`config.mk`:
```
export PLATFORM = sky130hd
export DESIGN_NAME = buzzer_scheduler
export DESIGN_NICKNAME = d
export VERILOG_FILES = /design/src/rtl/buzzer_scheduler.sv
export SDC_FILE = /design/constraint.sdc
export NUM_CORES = 1
export LEC_CHECK = 0
export ABC_AREA = 1
export CORE_MARGIN = 8
export CORE_UTILIZATION = 63
export CTS_BUF_LIST = sky130_fd_sc_hd__clkbuf_8
export CTS_CLUSTER_SIZE = 24
export DETAILED_ROUTE_END_ITERATION = 16
export GPL_TIMING_DRIVEN = 1
export HOLD_SLACK_MARGIN = 0.02
export PLACE_DENSITY = 0.82
export SETUP_SLACK_MARGIN = 0.2
export SYNTH_ARGS = -nofsm -noshare
export SYNTH_HDL_FRONTEND = slang
export SYNTH_SLANG_ARGS = --single-unit
export TNS_END_PERCENT = 50
```
`constraint.sdc`:
```
create_clock -name clk -period 2.4 [get_ports clk]
set_input_delay 0.48 -clock clk [delete_from_list [all_inputs] [get_ports clk]]
set_output_delay 0.48 -clock clk [all_outputs]
set_load 0.05 [all_outputs]
```
`src/rtl/buzzer_scheduler.sv`:
```
`default_nettype none
// ============================================================================
// Module   : buzzer_scheduler
// Brief    : Priority sequencer for the piezo buzzer (alarm > chime > click)
//            producing timed beep/gap patterns and a square-wave tone.
//            Optional macro ALARM_TIMEOUT_EN stops the alarm after
//            ALARM_MAX_BEEPS beeps and parks in a silent ALARM_DONE state.
// Revision : 1.0 - initial release
// ============================================================================
module buzzer_scheduler #(
    parameter int TICK_DIV        = 50000,
    parameter int TONE_HALF       = 12500,
    parameter int BEEP_TICKS      = 200,
    parameter int GAP_TICKS       = 200,
    parameter int CHIME_BEEPS     = 2,
    parameter int CLICK_TICKS     = 20,
    parameter int ALARM_MAX_BEEPS = 60
) (
    input  logic       clk,
    input  logic       rst,
    input  logic       alarm_req,
    input  logic       chime_req_pulse,
    input  logic       click_req_pulse,
    input  logic       mute,
    output logic       buzzer_out,
    output logic       busy,
    output logic [1:0] active_src
);

    localparam int c_PRESC_W   = (TICK_DIV > 1) ? $clog2(TICK_DIV) : 1;
    localparam int c_TONE_W    = (TONE_HALF > 1) ? $clog2(TONE_HALF) : 1;
    localparam int c_MAX_TICKS0 = (BEEP_TICKS > GAP_TICKS) ? BEEP_TICKS : GAP_TICKS;
    localparam int c_MAX_TICKS = (c_MAX_TICKS0 > CLICK_TICKS) ? c_MAX_TICKS0 : CLICK_TICKS;
    localparam int c_TICK_W    = (c_MAX_TICKS > 1) ? $clog2(c_MAX_TICKS) : 1;
    localparam int c_MAX_BEEPS = (CHIME_BEEPS > ALARM_MAX_BEEPS) ? CHIME_BEEPS : ALARM_MAX_BEEPS;
    localparam int c_BEEP_W    = $clog2(c_MAX_BEEPS + 1);

    localparam logic [c_PRESC_W-1:0] c_PRESC_LAST = c_PRESC_W'(TICK_DIV - 1);
    localparam logic [c_TONE_W-1:0]  c_TONE_LAST  = c_TONE_W'(TONE_HALF - 1);
    localparam logic [c_TICK_W-1:0]  c_BEEP_LAST  = c_TICK_W'(BEEP_TICKS - 1);
    localparam logic [c_TICK_W-1:0]  c_GAP_LAST   = c_TICK_W'(GAP_TICKS - 1);
    localparam logic [c_TICK_W-1:0]  c_CLICK_LAST = c_TICK_W'(CLICK_TICKS - 1);
    localparam logic [c_BEEP_W-1:0]  c_CHIME_NUM  = c_BEEP_W'(CHIME_BEEPS);
`ifdef ALARM_TIMEOUT_EN
    localparam logic [c_BEEP_W-1:0]  c_ALARM_NUM  = c_BEEP_W'(ALARM_MAX_BEEPS);
`endif

    typedef enum logic [2:0] {
        S_IDLE       = 3'd0,
        S_CLICK      = 3'd1,
        S_CHIME_ON   = 3'd2,
        S_CHIME_GAP  = 3'd3,
        S_ALARM_ON   = 3'd4,
        S_ALARM_GAP  = 3'd5,
        S_ALARM_DONE = 3'd6
    } state_t;

    state_t                state_q, state_d;
    logic [c_PRESC_W-1:0]  presc_q, presc_d;
    logic [c_TICK_W-1:0]   tick_q, tick_d;
    logic [c_TONE_W-1:0]   tone_cnt_q, tone_cnt_d;
    logic                  tone_q, tone_d;
    logic [c_BEEP_W-1:0]   beep_q, beep_d;
    logic                  buzzer_out_q, buzzer_out_d;
    logic                  busy_q, busy_d;
    logic [1:0]            active_src_q, active_src_d;

    logic [c_TICK_W-1:0]   w_dur_last;
    logic [c_BEEP_W-1:0]   w_beep_inc;
    logic                  w_presc_wrap;
    logic                  w_phase_end;
    logic                  w_tone_state;

    always_comb begin
        case (state_q)
            S_CLICK:                 w_dur_last = c_CLICK_LAST;
            S_CHIME_ON, S_ALARM_ON:  w_dur_last = c_BEEP_LAST;
            S_CHIME_GAP, S_ALARM_GAP: w_dur_last = c_GAP_LAST;
            default:                 w_dur_last = '0;
        endcase
        w_presc_wrap = (presc_q == c_PRESC_LAST);
        w_phase_end  = w_presc_wrap && (tick_q == w_dur_last);
        w_beep_inc   = (&beep_q) ? beep_q : beep_q + 1'b1;

        state_d = state_q;
        beep_d  = beep_q;
        case (state_q)
            S_IDLE: begin
                if (alarm_req)            state_d = S_ALARM_ON;
                else if (chime_req_pulse) state_d = S_CHIME_ON;
                else if (click_req_pulse) state_d = S_CLICK;
            end
            S_CLICK: begin
                if (alarm_req)            state_d = S_ALARM_ON;
                else if (chime_req_pulse) state_d = S_CHIME_ON;
                else if (w_phase_end)     state_d = S_IDLE;
            end
            S_CHIME_ON: begin
                if (alarm_req) begin
                    state_d = S_ALARM_ON;
                    beep_d  = '0;
                end else if (w_phase_end) begin
                    beep_d  = w_beep_inc;
                    state_d = (w_beep_inc == c_CHIME_NUM) ? S_IDLE : S_CHIME_GAP;
                end
            end
            S_CHIME_GAP: begin
                if (alarm_req) begin
                    state_d = S_ALARM_ON;
                    beep_d  = '0;
                end else if (w_phase_end) begin
                    state_d = S_CHIME_ON;
                end
            end
            S_ALARM_ON: begin
                if (!alarm_req) begin
                    state_d = S_IDLE;
                end else if (w_phase_end) begin
`ifdef ALARM_TIMEOUT_EN
                    beep_d  = w_beep_inc;
                    state_d = (w_beep_inc == c_ALARM_NUM) ? S_ALARM_DONE : S_ALARM_GAP;
`else
                    state_d = S_ALARM_GAP;
`endif
                end
            end
            S_ALARM_GAP: begin
                if (!alarm_req)       state_d = S_IDLE;
                else if (w_phase_end) state_d = S_ALARM_ON;
            end
`ifdef ALARM_TIMEOUT_EN
            S_ALARM_DONE: begin
                if (!alarm_req) state_d = S_IDLE;
            end
`endif
            default: state_d = S_IDLE;
        endcase
        // Every sequence starts its beep count from zero.
        if (state_d == S_IDLE || state_d == S_CLICK) beep_d = '0;

        w_tone_state = (state_d == S_CLICK) || (state_d == S_CHIME_ON) ||
                       (state_d == S_ALARM_ON);

        // Prescaler, tick and tone all restart on state entry so phases are exact.
        if (state_d != state_q || state_d == S_IDLE || state_d == S_ALARM_DONE) begin
            presc_d = '0;
            tick_d  = '0;
        end else begin
            presc_d = w_presc_wrap ? '0 : presc_q + 1'b1;
            tick_d  = (w_presc_wrap && !(&tick_q)) ? tick_q + 1'b1 : tick_q;
        end

        if (!w_tone_state) begin
            tone_d     = 1'b0;
            tone_cnt_d = '0;
        end else if (state_d != state_q) begin
            tone_d     = 1'b1;
            tone_cnt_d = '0;
        end else if (tone_cnt_q == c_TONE_LAST) begin
            tone_d     = ~tone_q;
            tone_cnt_d = '0;
        end else begin
            tone_d     = tone_q;
            tone_cnt_d = tone_cnt_q + 1'b1;
        end

        buzzer_out_d = tone_d & ~mute;
        busy_d       = (state_d != S_IDLE);
        case (state_d)
            S_CLICK:                  active_src_d = 2'd1;
            S_CHIME_ON, S_CHIME_GAP:  active_src_d = 2'd2;
            S_ALARM_ON, S_ALARM_GAP,
            S_ALARM_DONE:             active_src_d = 2'd3;
            default:                  active_src_d = 2'd0;
        endcase
    end

    always_ff @(posedge clk) begin
        if (rst) begin
            state_q      <= S_IDLE;
            presc_q      <= '0;
            tick_q       <= '0;
            tone_cnt_q   <= '0;
            tone_q       <= 1'b0;
            beep_q       <= '0;
            buzzer_out_q <= 1'b0;
            busy_q       <= 1'b0;
            active_src_q <= 2'd0;
        end else begin
            state_q      <= state_d;
            presc_q      <= presc_d;
            tick_q       <= tick_d;
            tone_cnt_q   <= tone_cnt_d;
            tone_q       <= tone_d;
            beep_q       <= beep_d;
            buzzer_out_q <= buzzer_out_d;
            busy_q       <= busy_d;
            active_src_q <= active_src_d;
        end
    end

    assign buzzer_out = buzzer_out_q;
    assign busy       = busy_q;
    assign active_src = active_src_q;

endmodule
`default_nettype wire

```
==> impl_metrics.csv <==
group,metric,value,unit
yosys,synth_cell_types,25,
detailed_routing,antenna_left,0,
detailed_routing,drc,0,
placement,place_hpwl,4460,um
min_path,hold_start,"tone_cnt_q[0]$_SDFF_PP0_",
timing,tightest_slew,0.619,ns
yosys,synth.avg_cell_area,6.79,um2
clocking,cts_sinks,52,
global_route,grt_max_degree,19,
detailed_routing,drtIter0Drc,219,
yosys,synth_top_area_share,0.360,
yosys,syn_area,0.00289,mm2
yosys,synthAdderAreaFrac,0.0173,
flow_run,maxCapViolCount,0,
clocking,clock_latency,0.32,ns
outcome,outcome,"completed",
worst_setup_path,cp-start-kind,"flop",
finish,design_area,0.00352,mm2
min_path,hp-class,"flop to flop",
yosys,synth_area_leaders,"dfxtp_1, nand2_1, nor2_1, inv_1, nand3_1",
detailed_routing,routedWlPerCell,13.2,um
yosys,yosysWarnings,0,
floorplan,start_util,0.659,
finish,finalNetCount,469,
timing,max_freq,443,MHz
global_route,grt_use_met2,0.318,
floorplan,ios,10,
floorplan,rows,24,
yosys,synthXorXnorAreaFrac,0.0940,
clocking,postCtsHoldBufs,0,
finish,diodes,0,
finish,multi_input_area,0.00178,mm2
timing,rsz0062_at_grt,"true",
floorplan,dieArea,0.00701,mm2
worst_setup_path,critPathArrivalTime,2.51,ns
yosys,synth_mux_area_frac,0,
timing,period_needed,2.26,ns
placement,placed_area,0.00312,mm2
power,total_power,1.63,mW
yosys,synth-seq-cells,52,
worst_setup_path,cp-end-kind,"flop",
clocking,clockBufferDepth,2,
global_route,use_met1,0.190,
global_route,grt_pass1_wl,10700,um
worst_setup_path,worstPathMaxFanout,8,
timing,slew_viol_final,0,
global_route,overflow,0,
placement,gp_congestion,0.912,
worst_setup_path,path_class,"flop to flop",
detailed_routing,vias,2867,
yosys,seq_area_frac_synth,0.360,
timing,setup_viol,0,
timing,finalCritPeriodShare,0.941,
floorplan,die_x,83.7,um
power,cellLeakagePower,1.37,nW
yosys,synth_top_family_by_area,"simple AND/OR/NAND/NOR gates",
clocking,cts_root_buf,"clkbuf_8",
yosys,synth_common_cells,"nand2_1, nor2_1, inv_1",
timing,whs,0.495,ns
floorplan,fp.dieH,83.7,um
clocking,numCtsBuffers,5,
yosys,async_reset_ff_frac,0,
detailed_routing,via_per_inst,5.60,
clocking,htree_levels,2,
yosys,yosys.area_share.simple,0.395,
power,powerDensity,462,mW/mm2
global_route,grt.total_usage,0.176,
yosys,synth_edf_count,0,
finish,area_growth,22.0,%
global_route,busiest_layer,"met2",
finish,final.fill_count,304,
worst_setup_path,cp.required,2.65,ns
yosys,netlist_instances,425,
global_route,grt_util_met3,0.0352,
yosys,yosysMostFrequentCell,"nand2_1",
global_route,antenna_found_initial,0,
finish,regArea,0.00106,mm2
timing,relSlewSlack,0.584,
yosys,synth_flop_cell,"dfxtp_1",
timing,skew,0.0118,ns
global_route,first_global_vias,2611,
timing,finalHoldViolCount,0,
power,irDropWorstVdd,329,uV
floorplan,core,0.00438,mm2
worst_setup_path,crit_start,"presc_q[0]$_SDFF_PP0_",
clocking,clkSlewWorstSetupHoldPaths,0.09,ns
yosys,synth_compound_area_frac,0.0433,
worst_setup_path,r2r_start,"presc_q[0]$_SDFF_PP0_",
detailed_routing,route.final.wire_length,6760,um
placement,port_buffers,9,
clocking,cts_tree,"built",
detailed_routing,drt_first_pass_iters,5,
finish,drive_gt1_frac,0.200,
yosys,synth_top_area_cell,"dfxtp_1",
yosys,syn-num-nets,435,
==> cell usage in the layout, fill, tap and decap left out, types with 6 or more instances in the layout <==
cell	instances
a21oi_1	12
buf_4	18
clkdlybuf4s50_1	9
dfxtp_1	40
dfxtp_2	9
inv_1	52
inv_2	8
nand2_1	69
nand2_2	11
nand3_1	39
nand4_1	14
nor2_1	62
nor2_2	7
nor3_1	20
nor4_1	6
xnor2_1	9
xor2_1	22
==> path summary, 6_finish.rpt <==
kind / to / slack, ns / depth (start not counted)
worst max-delay path: presc_q[1]$_SDFF_PP0_ / 0.14 / 16
worst min-delay path: tone_cnt_q[0]$_SDFF_PP0_ / 0.49 / 1
worst max register to register: presc_q[1]$_SDFF_PP0_ / 0.14 / 16
worst min register to register: tone_cnt_q[0]$_SDFF_PP0_ / 0.49 / 1
==> sequential cells by signal, summed over array words and instances (netlist names) <==
register and flops:
tick_q 8, presc_q 16, buzzer_out 1, active_src 2, tone_q 1, busy 1
tone_cnt_q 14, beep_q 6, state_q 3
==> cell type report <==
class / instances / area share
tap: 52 / 0.0185
timing repair buffer: 30 / 0.0824
sequential: 52 / 0.302
multi-input combinational: 310 / 0.507
inverter: 60 / 0.0639
clock inverter: 3 / 0.00710
clock buffer: 5 / 0.0195
==> through the flow <==
stage           util  std cells  worst slack [ns]  TNS (ns)
3_5_place_dp   0.712        494            -0.114     -1.33
6_report       0.803        512             0.142         0
2_1_floorplan      -        425             0.250         0
5_1_grt        0.803        512           -0.0918     -1.41
3_3_place_gp   0.712        494            0.0143         0
4_1_cts        0.763        507             0.200         0
==> worst max-delay path: stages, from the launching register on <==
cell	delay [ns]
dfxtp_4	0.37
ha_4	0.15
nand3_4	0.09
nor2_4	0.17
nand3_2	0.16
nor2_2	0.14
nand4_1	0.10
nand2_1	0.08
nand2_1	0.06
nand2_2	0.12
nand2_4	0.08
nand2_2	0.07
nand2_2	0.06
nor2_4	0.16
nand3_4	0.12
clkbuf_16	0.19
nor2_1	0.07
==> cells by family (layout without fill, tap and decap cells) <==
group,after synthesis,count (layout)
AO/OA/AOI/OAI,22,22
AND/OR/NAND/NOR,252,253
XOR/XNOR,31,31
adder cells (fa/ha/maj),4,4
flip-flops,52,52
buffers and inverters,64,98
==> power by group <==
group / total, mW / internal [mW] / switching (mW)
combinational: 0.217 / 0.0809 / 0.136
clock: 0.525 / 0.213 / 0.312
sequential: 0.887 / 0.875 / 0.0126
==> repair_timing <==
item                                    4_1_cts  5_1_grt
gates cloned                                  0        2
pin swaps                                     5        9
endpoints found under the setup margin       38       40
setup buffers                                 5        3
gates resized for setup                      27       38
==> metal layers <==
layer | up-vias | wire length [um]
li1 | 1439 | -
met1 | 1323 | 2790
met2 | 89 | 3500
met3 | 16 | 341
met4 | 0 | 132
met5 | - | 0
No activity file was read; power rests on OpenSTA's default activity.
